--- src/rtl/uart_tx_arbiter.sv ---
// Round-robin share of one UART tx path: req_valid -> req_ack next cycle -> tx_start the cycle after.
// Producers hold req_valid until acked; one word in flight, paced by tx_done + GAP_CYCLES; define UART_TX_WDOG_EN for the tx_done watchdog.
module uart_tx_arbiter #(
    parameter int NREQ        = 4,
    parameter int WORD_W      = 16,
    parameter int ID_W        = 2,
    parameter int GAP_CYCLES  = 16,
    parameter int WDOG_CYCLES = 65535
) (
    input  logic                     clk,
    input  logic                     rst,
    input  logic [NREQ-1:0]          req_valid,
    input  logic [NREQ*WORD_W-1:0]   req_data,
    output logic [NREQ-1:0]          req_ack,
    output logic [WORD_W-1:0]        tx_data,
    output logic                     tx_start,
    input  logic                     tx_done,
    output logic [ID_W-1:0]          grant_id,
    output logic                     busy,
    output logic                     wdog_err
);

    typedef enum logic [2:0] {IDLE, LOAD, SEND, WAIT, GAP} state_t;

    localparam int GAP_W = (GAP_CYCLES > 1) ? $clog2(GAP_CYCLES) : 1;
    localparam logic [GAP_W-1:0] GAP_LOAD = GAP_W'(GAP_CYCLES - 1);

    state_t              state_q, state_d;
    logic [GAP_W-1:0]    gap_cnt_q, gap_cnt_d;
    logic [ID_W-1:0]     rr_ptr_q, rr_ptr_d;
    logic [NREQ-1:0]     req_ack_q, req_ack_d;
    logic                tx_start_q, tx_start_d;
    logic [WORD_W-1:0]   tx_data_q, tx_data_d;
    logic [ID_W-1:0]     grant_id_q, grant_id_d;
    logic                busy_q, busy_d;

    logic                pick_vld;
    logic [ID_W-1:0]     pick_id;
    int                  scan_idx;
    logic                wdog_hit;

    // First valid requester at or after rr_ptr, wrapping modulo NREQ.
    always_comb begin
        pick_vld = 1'b0;
        pick_id  = '0;
        scan_idx = 0;
        for (int i = 0; i < NREQ; i++) begin
            scan_idx = int'(rr_ptr_q) + i;
            if (scan_idx >= NREQ) scan_idx = scan_idx - NREQ;
            if (!pick_vld && req_valid[ID_W'(scan_idx)]) begin
                pick_vld = 1'b1;
                pick_id  = ID_W'(scan_idx);
            end
        end
    end

    always_ff @(posedge clk or negedge rst) begin
        if (!rst) begin
            state_q    <= IDLE;
            gap_cnt_q  <= '0;
            rr_ptr_q   <= '0;
            req_ack_q  <= '0;
            tx_start_q <= 1'b0;
            tx_data_q  <= '0;
            grant_id_q <= '0;
            busy_q     <= 1'b0;
        end else begin
            state_q    <= state_d;
            gap_cnt_q  <= gap_cnt_d;
            rr_ptr_q   <= rr_ptr_d;
            req_ack_q  <= req_ack_d;
            tx_start_q <= tx_start_d;
            tx_data_q  <= tx_data_d;
            grant_id_q <= grant_id_d;
            busy_q     <= busy_d;
        end
    end

    // tx_done matters only in WAIT; a watchdog timeout ends WAIT the same way.
    always_comb begin
        state_d   = state_q;
        gap_cnt_d = gap_cnt_q;
        case (state_q)
            IDLE: if (pick_vld) state_d = LOAD;
            LOAD: state_d = SEND;
            SEND: state_d = WAIT;
            WAIT: begin
                if (tx_done || wdog_hit) begin
                    state_d   = GAP;
                    gap_cnt_d = GAP_LOAD;
                end
            end
            GAP: begin
                if (gap_cnt_q == '0) state_d = IDLE;
                else                 gap_cnt_d = gap_cnt_q - 1'b1;
            end
            default: state_d = IDLE;
        endcase
    end

    // Outputs are registered from the next state so each one appears in the cycle its state is occupied.
    always_comb begin
        req_ack_d  = '0;
        tx_start_d = (state_d == SEND);
        busy_d     = (state_d != IDLE);
        tx_data_d  = tx_data_q;
        grant_id_d = grant_id_q;
        rr_ptr_d   = rr_ptr_q;
        if (state_q == IDLE && pick_vld) begin
            req_ack_d[pick_id] = 1'b1;
            tx_data_d          = req_data[pick_id*WORD_W +: WORD_W];
            grant_id_d         = pick_id;
            rr_ptr_d           = (pick_id == ID_W'(NREQ - 1)) ? '0 : pick_id + 1'b1;
        end
    end

`ifdef UART_TX_WDOG_EN
    localparam int WDOG_W = $clog2(WDOG_CYCLES + 1);

    logic [WDOG_W-1:0] wdog_cnt_q, wdog_cnt_d;
    logic              wdog_err_q, wdog_err_d;

    assign wdog_hit = (state_q == WAIT) && !tx_done && (wdog_cnt_q == WDOG_W'(WDOG_CYCLES - 1));

    always_comb begin
        wdog_cnt_d = (state_q == WAIT) ? wdog_cnt_q + 1'b1 : '0;
        wdog_err_d = wdog_err_q | wdog_hit;
    end

    always_ff @(posedge clk or negedge rst) begin
        if (!rst) begin
            wdog_cnt_q <= '0;
            wdog_err_q <= 1'b0;
        end else begin
            wdog_cnt_q <= wdog_cnt_d;
            wdog_err_q <= wdog_err_d;
        end
    end

    assign wdog_err = wdog_err_q;
`else
    logic unused_wdog;
    assign unused_wdog = (WDOG_CYCLES > 0);
    assign wdog_hit    = 1'b0;
    assign wdog_err    = 1'b0;
`endif

    assign req_ack  = req_ack_q;
    assign tx_start = tx_start_q;
    assign tx_data  = tx_data_q;
    assign grant_id = grant_id_q;
    assign busy     = busy_q;

endmodule

--- config.mk ---
export PLATFORM = sky130hd
export DESIGN_NAME = uart_tx_arbiter
export DESIGN_NICKNAME = d
export VERILOG_FILES = /design/src/rtl/uart_tx_arbiter.sv
export SDC_FILE = /design/constraint.sdc
export NUM_CORES = 1
export LEC_CHECK = 0
export CAP_MARGIN = 20
export CORE_ASPECT_RATIO = 0.75
export CORE_MARGIN = 1.5
export CORE_UTILIZATION = 43
export CTS_CLUSTER_SIZE = 24
export DETAILED_ROUTE_END_ITERATION = 10
export GPL_TIMING_DRIVEN = 0
export PLACE_DENSITY_LB_ADDON = 0.08
export SLEW_MARGIN = 20
export SYNTH_ARGS = -nofsm -noshare
export SYNTH_HDL_FRONTEND = slang
export SYNTH_SLANG_ARGS = --single-unit
--- constraint.sdc ---
create_clock -name clk -period 3 [get_ports clk]
set_input_delay 0.9 -clock clk [delete_from_list [all_inputs] [get_ports clk]]
set_output_delay 0.9 -clock clk [all_outputs]
set_load 0.01 [all_outputs]
# --- Yosys cells after proc, flatten, opt, wreduce, memory -nomap -nowiden ---
# Cells that the tools add are included.
op_classes:
  add_sub_neg: 9
  n_mul: 0
  div_mod_pow: 0
  magnitude_cmp: 10
  n_eq_ne: 8
  shifts: 1
  n_mux: 35
  bitwise_logic: 0
  n_reduce_logical: 13
ops:
  columns: ["cell", "n"]
  rows:
  - ["$shiftx A64 B7 Y16", 1]
  - ["$mux W2", 9]
  - ["$lt A2 B4 Y1 const B", 4]
  - ["$pmux W3 S5", 1]
  - ["$mux W1", 13]
  - ["$mux W4", 3]
  - ["$eq A3 B2 Y1 const B", 3]
  - ["$ge A3 B3 Y1 const B", 3]
  - ["$mux W3", 3]
  - ["$bmux W1 S2", 4]
  - ["$pmux W4 S2", 1]
  - ["$sub A2 B1 Y2 const B", 4]
  - ["$add A2 B2 Y3 const B", 2]
  - ["$logic_and A1 B1 Y1", 5]
  - ["$logic_not A4 Y1", 1]
  - ["$ne A2 B2 Y1 const B", 2]
  - ["$sub A4 B1 Y4 const B", 1]
  - ["$add A2 B1 Y3 const B", 1]
  - ["$eq A3 B1 Y1 const B", 1]
  - ["$eq A3 B3 Y1 const B", 1]
  - ["$ge A2 B3 Y1 const B", 1]
  - ["$logic_not A1 Y1", 3]
  - ["$logic_not A3 Y1", 1]
  - ["$lt A2 B3 Y1 const B", 1]
  - ["other kinds (7)", 7]
totals:
  reg_bits: 33
  latch_bits: 0
  ram_bits: 0
  rom_bits: 0
  output_inout_bits: 25
  word_cells: 84
  n_memories: 0

# --- Logic depth before layout (Yosys ltp) ---
# Gate-level depths: netlist of the first run.
depth:
  depth_word: 20
  ltp_mapped: 8
  ltp_nobuf: 7

# --- Least setup slack after synthesis of the first run ---
# No wires, ideal clock.
synth_timing:
  kind: "input-to-reg"
  startpoint: "input req_valid[2]"
  endpoint: "register busy_q (netlist: busy)"
  t_arrival_ns: 2.071
  t_required_ns: 2.864
  setup_slack_ns: 0.793
  cell_stages: 3
  n_path_buf: 0
  path_cell_list: "or4_4 -> and2_4 -> or3_2"
synth_via:
  elab_chain_cells: 16
synth_lines:
  columns: ["item", "line_no", "text"]
  rows:
  - ["from (decl)", "12", "input logic [NREQ-1:0] req_valid,"]
  - ["$bmux W1 S2", "50", "if (!pick_vld && req_valid[ID_W'(scan_idx)]) begin"]
  - ["$mux W1 (implied by the code) (2 in a row)", "50", null]
  - ["$mux W1", "50", null]
  - ["$logic_not A1 Y1", "50", null]
  - ["$logic_and A1 B1 Y1", "50", null]
  - ["$mux W1", "50", null]
  - ["$logic_not A1 Y1", "50", null]
  - ["$logic_and A1 B1 Y1", "50", null]
  - ["$mux W1", "50", null]
  - ["$logic_not A1 Y1", "50", null]
  - ["$logic_and A1 B1 Y1", "50", null]
  - ["$mux W1 *", "50", null]
  - ["$mux W3 *", "84", "IDLE: if (pick_vld) state_d = LOAD;"]
  - ["$pmux W3 S5 *", "83", "case (state_q)"]
  - ["$reduce_bool A3 Y1 *", "105", "busy_d = (state_d != IDLE);"]
  - ["net busy_d", "35", "logic busy_q, busy_d;"]
  - ["to (signal assigned)", "75", "busy_q <= busy_d;"]
  - ["to (decl)", "35", null]
# Mark *: on every way through the listed nets, which the timed path passes. The rest lies on a longest branch. The select of a mux whose other input is x is not followed.
# A chain may end at the register's enable or synchronous reset.

# --- Worst setup path after layout of the first run ---
layout_timing:
  startpoint: "input req_valid[3]"
  endpoint: "register tx_data_q[14] (netlist: tx_data[14])"
layout_via:
  elab_chain_cells: 14
layout_lines:
  columns: ["item", "line_no", "text"]
  rows:
  - ["$bmux W1 S2", "50", null]
  - ["$mux W1 (implied by the code) (2 in a row)", "50", null]
  - ["$mux W1", "50", null]
  - ["$logic_not A1 Y1", "50", null]
  - ["$logic_and A1 B1 Y1", "50", null]
  - ["$mux W1", "50", null]
  - ["$logic_not A1 Y1", "50", null]
  - ["$logic_and A1 B1 Y1", "50", null]
  - ["$mux W1", "50", null]
  - ["$logic_not A1 Y1", "50", null]
  - ["$logic_and A1 B1 Y1", "50", null]
  - ["$mux W2 / $mux W1 (equally long branches)", "50", null]
  - ["$shiftx A64 B7 Y16 / $logic_and A1 B1 Y1 (equally long branches)", "111, 109", null]
  - ["to (signal assigned)", "73", "tx_data_q <= tx_data_d;"]
  - ["to (decl)", "33", "logic [WORD_W-1:0] tx_data_q, tx_data_d;"]
# Several ways; a longest one is shown, not always the timed one. The select of a mux whose other input is x is not followed.

==> flow_summary_export.csv, run 1 <==
group,metric,value,unit
clock_tree,worst_setup_hold_path_clk_slew,0.07,ns
synthesis,async_flop_share,1.00,
clock_tree,clock_tree.htree_level_count,2,
synthesis,cell_accounting_for_the_most_synthesized_area,"sky130_fd_sc_hd__dfrtp_1",
pwr,combPwrFrac,0.529,
pwr,clock_power_share,0.170,
timing,final_ws_setup,0.309,ns
cells_and_area,filler_cell_count,327,
clock_tree,post_cts_resize_count,0,
detailed_routing,drt_iter0_drc,54,
clock_tree,cts_buffers,5,
cells_and_area,post_route_cells_drive_above_1_share,0.119,
timing,finalSetupViolations,0,
cells_and_area,finalInstanceArea,3060,µm²
grt,overall_overflow_remaining_after_global_route,0,
placed_design,dpl_worst_slack,-0.0217,ns
synthesis,synth-seq-area-share,0.430,
timing,finalWorstPathRequiredPeriod,2.69,ns
grt,grt_antenna_before_repair,0,
setup_path,cp-start-kind,"input port",
die,die_h,60.9,µm
setup_path,worst_setup_path_end_kind,"flop",
clock_tree,ctsLongestPathBuffers,2,
detailed_routing,via_count,1656,
synthesis,syn-num-nets,243,
setup_path,cp_data_arrival_time,2.85,ns
timing,timing_worst_slew_pin_value,0.652,ns
pwr,power_leakage,0.00139,µW
detailed_routing,drt_drc_violations_left,0,
grt,first_global_vias,1622,
synthesis,synth-warning-count,0,
grt,gr-usage-all-layers,0.221,
cells_and_area,multi_input_comb_area,953,µm²
timing,rsz0062_at_grt,"false",
pwr,netSwitchingFraction,0.347,
synthesis,synth_edf_count,0,
cells_and_area,layout.area.seq,826,µm²
clock_tree,cts.hold.buffers_added,0,
setup_path,largest_fanout_on_the_critical_path,10,
synthesis,synth_top_area_share,0.430,
run,timing.max_cap.violations,0,
timing,fin_worst_hold_slack,0.404,ns
cells_and_area,post_synthesis_to_final_layout_area_growth,59.4,%
clock_tree,clkSinkCount,33,
clock_tree,clock_latency,0.28,ns
worst_hold_path,hold_class,"in2async",
grt,grt_first_pass_wirelength,8000,µm
pwr,seq_power_share,0.301,
die,row_count,20,
detailed_routing,avgRoutedWirePerCell,15.1,µm
synthesis,distinct_cell_type_count_after_synthesis,42,
die,die_area,4880,µm²
cells_and_area,antennaDiodeCount,0,
synthesis,synthTopCellsByArea,"sky130_fd_sc_hd__dfrtp_1, sky130_fd_sc_hd__mux2i_1, sky130_fd_sc_hd__a2bb2oi_1, sky130_fd_sc_hd__o21ai_1, sky130_fd_sc_hd__ha_1",
pwr,power_internal,1650,µW
cells_and_area,final_util,0.733,
detailed_routing,first_pass_iters,4,
detailed_routing,finalWirelength,4920,µm
pwr,power_density,824,nW/µm²
synthesis,cell_count_after_synthesis,167,
die,floorplan.io_pins,96,
run_status,run_status,"finished, final reports clean",
timing,share_of_the_clock_period_used_by_the_worst_path,0.897,
synthesis,ys_ff_latch,33,
setup_path,criticalPathCategory,"in2reg",
clock_tree,tritoncts,"yes",
timing,max_slew_margin,0.559,
placed_design,port_buffer_count,94,
setup_path,timing.critical_path.required,3.16,ns
detailed_routing,route.detailed.vias_per_inst,5.10,
placed_design,globalplace.congestion,0.741,
die,start_util,0.460,
clock_tree,postCtsSetupBuffers,0,
placed_design,post_dp_cell_area,2950,µm²
detailed_routing,antenna_left,0,
synthesis,synth.cell_area,1920,µm²
timing,timing_hold_violations_final,0,
cells_and_area,finalNetCount,345,
die,chipWidth,80.2,µm
clock_tree,clock-root-buffer,"sky130_fd_sc_hd__clkbuf_8",
timing,timing.final.max_slew_violations,0,
timing,fin_worst_skew,0.00511,ns
pwr,switchingPower,875,µW
grt,grt_max_degree,33,
die,floorplan.core_area,4180,µm²
synthesis,postSynthAreaPerCell,11.5,µm²
synthesis,synth-main-ff-cell,"sky130_fd_sc_hd__dfrtp_1",
pwr,worst_ir_drop_vdd,0.370,mV
placed_design,detailedPlacementHpwl,3750,µm
timing,max_freq,372,MHz
## metrics by stage
stage	instances	setup TNS [ns]	total power, µW
finish	325	0	2520
global route	325	0	2690
CTS	325	0	2550
detailed placement	317	-0.0321	2110
global placement	316	0	2080
floorplan	167	0	1550
## layer usage
metal / track usage / part of all wire / vias to the layer above
met1: 0.274 / 0.43 / 774
met5: 0 / 0 / -
met2: 0.377 / 0.49 / 61
met4: 0.0665 / 0.0098 / 0
li1: - / - / 814
met3: 0.0677 / 0.071 / 7
## cells in the mapped netlist (2+ instances only)
cell and n:
sky130_fd_sc_hd__a21oi_1 2, sky130_fd_sc_hd__a2bb2oi_1 16, sky130_fd_sc_hd__and3_2 4, sky130_fd_sc_hd__buf_12 2, sky130_fd_sc_hd__buf_6 3, sky130_fd_sc_hd__dfrtp_1 33
sky130_fd_sc_hd__ha_1 5, sky130_fd_sc_hd__inv_1 6, sky130_fd_sc_hd__mux2i_1 32, sky130_fd_sc_hd__nand2_1 12, sky130_fd_sc_hd__nor2_1 5, sky130_fd_sc_hd__o21ai_0 4
sky130_fd_sc_hd__o21ai_1 13, sky130_fd_sc_hd__xnor2_1 2
## worst max-delay path, cell delays in order
cell                              delay (ns)
sky130_fd_sc_hd__clkdlybuf4s50_1        0.53
sky130_fd_sc_hd__or4_4                  0.61
sky130_fd_sc_hd__and2_4                 0.19
sky130_fd_sc_hd__nand2_1                0.22
sky130_fd_sc_hd__buf_2                  0.29
sky130_fd_sc_hd__o21ai_1                0.11
## kinds of logic after synthesis
logic type / synth area share
XOR/XNOR: 0.00912
other: 0.00195
flip-flops: 0.430
AO/OA/AOI/OAI: 0.181
AND/OR/NAND/NOR: 0.0970
multiplexers: 0.174
buffers and inverters: 0.0742
adder cells (fa/ha/maj): 0.0326
## final timing paths
path	slack (ns)	to	cells past startpoint	from
worst max register to register	0.93	busy	6	gap_cnt_q[0]
worst min-delay path	0.40	tx_data[2]	1	rst
min in group clk	0.48	grant_id[1]	2	grant_id[1]
worst min register to register	0.48	grant_id[1]	2	grant_id[1]
max in group asynchronous	2.24	tx_data[14]	2	rst
worst max-delay path	0.31	tx_data[14]	6	req_valid[3]
## area by class of cell
type	count	share of cell area
clock inverter	1	0.00980
multi-input combinational	118	0.311
timing repair buffer	95	0.312
clock buffer	7	0.0282
sequential	33	0.270
inverter	7	0.0110
buffer	9	0.0355
tap	55	0.0225
## layout by cell type (no fill, tap or decap), types with 5 or more instances in the layout
| cell type | Yosys | layout |
|---|---|---|
| sky130_fd_sc_hd__clkbuf_8 | 0 | 6 |
| sky130_fd_sc_hd__o21ai_1 | 13 | 13 |
| sky130_fd_sc_hd__a2bb2oi_1 | 16 | 16 |
| sky130_fd_sc_hd__ha_1 | 5 | 5 |
| sky130_fd_sc_hd__dfrtp_1 | 33 | 33 |
| sky130_fd_sc_hd__inv_1 | 6 | 6 |
| sky130_fd_sc_hd__mux2i_1 | 32 | 32 |
| sky130_fd_sc_hd__nand2_1 | 12 | 12 |
| sky130_fd_sc_hd__clkdlybuf4s50_1 | 0 | 93 |
| sky130_fd_sc_hd__nor2_1 | 5 | 5 |
## flip-flops by register name (all words and copies together), names as in the netlist
| name | flops |
|---|---|
| busy | 1 |
| req_ack | 4 |
| gap_cnt_q | 4 |
| grant_id | 2 |
| state_q | 3 |
| tx_start | 1 |
| tx_data | 16 |
| rr_ptr_q | 2 |
## power groups by stage
stage / Sequential [µW] / Clock [µW] / Combinational (µW)
6_report: 759 / 430 / 1340
5_1_grt: 779 / 458 / 1450
4_1_cts: 758 / 437 / 1350
3_5_place_dp: 764 / 0 / 1350
3_3_place_gp: 757 / 0 / 1320
2_1_floorplan: 816 / 0 / 736
Power figures use the tool's default switching activity.
==> run 2, diff against run 1 <==
CORE_ASPECT_RATIO = 0.5   (was 0.75)
==> run 2 against run 1 <==
Net effect: global-route usage increased by 0.45 points; sequential share of layout area decreased by 0.055 points; clock skew about the same; wire length increased by 2.1%; setup slack improved by 0.019 ns; hold slack improved by 0.080 ns; die area increased by 0.42%; sequential cell count unchanged; utilization increased by 1.9 points.
==> flow_summary_export.csv, run 2 (synthesis gave the netlist of run 1 again) <==
group,metric,value,unit
run_status,run_status,"finished, final reports clean",
die,floorplan.core_area,4080,µm²
cells_and_area,layout.cells.non_filler,324,
worst_hold_path,hold_class,"reg2reg",
die,start_util,0.471,
grt,grt_max_degree,24,
grt,grt_antenna_before_repair,0,
timing,timing_hold_violations_final,0,
pwr,power_density,822,nW/µm²
cells_and_area,most_frequent_standard_cell_in_the_layout_excluding_fill_and_tap_cells,"sky130_fd_sc_hd__clkdlybuf4s50_1",
detailed_routing,detailroute.wirelength.met2,2450,µm
timing,fin_worst_skew,0.00515,ns
clock_tree,clock_latency,0.29,ns
die,die_h,50.3,µm
clock_tree,ctsLongestPathBuffers,2,
detailed_routing,antenna_left,0,
grt,overall_overflow_remaining_after_global_route,0,
cells_and_area,antennaDiodeCount,0,
detailed_routing,via_count,1673,
setup_path,largest_fanout_on_the_critical_path,10,
clock_tree,tritoncts,"yes",
timing,timing.final.max_slew_violations,0,
setup_path,ff2ff_setup_slack,0.95,ns
setup_path,ff2ff_path_depth,6,
timing,share_of_the_clock_period_used_by_the_worst_path,0.891,
timing,timing_worst_slew_pin_value,0.615,ns
die,die_area,4900,µm²
clock_tree,clock_tree.htree_level_count,2,
clock_tree,clock-root-buffer,"sky130_fd_sc_hd__clkbuf_8",
placed_design,dpl_worst_slack,-0.00393,ns
cells_and_area,post_synthesis_to_final_layout_area_growth,59.7,%
detailed_routing,finalWirelength,5020,µm
worst_hold_path,worst_hold_path.endpoint,"grant_id[1]",
detailed_routing,drt_iter0_drc,63,
setup_path,worst_setup_path_end_kind,"flop",
setup_path,worst_r2r_startpoint,"gap_cnt_q[0]",
grt,grt_first_pass_wirelength,8620,µm
worst_hold_path,timing.hold.worst.start,"grant_id[1]",
placed_design,globalplace.congestion,0.781,
placed_design,place.detailed.instances,316,
clock_tree,post_cts_resize_count,0,
cells_and_area,most-common-layout-cells,"sky130_fd_sc_hd__clkdlybuf4s50_1, sky130_fd_sc_hd__dfrtp_1, sky130_fd_sc_hd__mux2i_1",
detailed_routing,avgRoutedWirePerCell,15.5,µm
grt,gr-usage-all-layers,0.226,
cells_and_area,post_route_cells_drive_above_1_share,0.119,
cells_and_area,largest_register_ff_count,16,
timing,finalSetupViolations,0,
timing,max_slew_margin,0.583,
cells_and_area,finalNetCount,345,
detailed_routing,drt_drc_violations_left,0,
setup_path,criticalPathCategory,"in2reg",
detailed_routing,met3RoutedLength,334,µm
worst_hold_path,worst_hold_path_depth,2,
detailed_routing,route.detailed.vias_per_inst,5.16,
placed_design,detailedPlacementHpwl,3890,µm
pwr,worst_ir_drop_vdd,0.505,mV
detailed_routing,routed.top_layer,"met4",
clock_tree,worst_setup_hold_path_clk_slew,0.07,ns
detailed_routing,first_pass_iters,4,
clock_tree,clkSinkCount,33,
run,timing.max_cap.violations,0,
setup_path,cp-start-kind,"input port",
grt,first_global_vias,1807,
timing,final_ws_setup,0.328,ns
timing,max_freq,374,MHz
setup_path,timing.critical_path.required,3.17,ns
clock_tree,cts_buffers,5,
timing,rsz0062_at_grt,"false",
clock_tree,cts.hold.buffers_added,0,
pwr,power_leakage,0.00139,µW
die,chipWidth,97.5,µm
clock_tree,postCtsSetupBuffers,0,
die,row_count,16,
detailed_routing,met1Wirelength,2170,µm
die,floorplan.io_pins,96,
timing,finalWorstPathRequiredPeriod,2.67,ns
placed_design,port_buffer_count,94,
setup_path,rr_endpoint,"busy",
setup_path,cp_data_arrival_time,2.84,ns
timing,timing.setup.tns,0,ns
## run 2: layer usage
layer  global-route usage  up-vias
met5                    0        -
met4               0.0690        0
met3               0.0724        9
met2                0.402       46
met1                0.264      800
li1                     -      818
## run 2: worst max path at each step
stage	slack (ns)	startpoint	end
3_5_place_dp	-0.004	req_valid[3]	tx_data[9]
5_1_grt	0.23	req_valid[3]	tx_data[6]
6_report	0.33	req_valid[3]	tx_data[8]
3_3_place_gp	0.03	req_valid[3]	tx_data[12]
4_1_cts	0.31	req_valid[3]	tx_data[9]
2_1_floorplan	0.79	req_valid[2]	busy
## run 2: critical path, cell delays in order
cell and delay (ns):
sky130_fd_sc_hd__clkdlybuf4s50_1 0.52, sky130_fd_sc_hd__or4_4 0.61, sky130_fd_sc_hd__and2_4 0.19, sky130_fd_sc_hd__nand2_1 0.22, sky130_fd_sc_hd__buf_2 0.29, sky130_fd_sc_hd__o21ai_1 0.11
## run 2: where the power goes
group	switching, µW	internal [µW]	leakage [µW]
clock	165	271	0.0000585
sequential	123	631	0.000398
combinational	584	748	0.000937
total	873	1650	0.00139
## run 2: area by class of cell
class                           instances  area [µm²]
Clock buffer                            7        86.3
Sequential cell                        33         826
Multi-Input combinational cell        118         953
Inverter                                7        33.8
Timing Repair Buffer                   95         963
Fill cell                             317        1010
Buffer                                  9         109
Clock inverter                          1        30.0
Tap cell                               54        67.6
## run 2: stage by stage
stage | hold WS, ns | area [µm²] | total power [µW] | util
after floorplan | 0.488 | 1920 | 1550 | -
after global placement | 0.459 | 2930 | 2070 | 0.718
after detailed placement | 0.466 | 2950 | 2100 | 0.723
after CTS | 0.483 | 3070 | 2550 | 0.752
after global routing | 0.497 | 3070 | 2700 | 0.752
final | 0.484 | 3070 | 2520 | 0.752
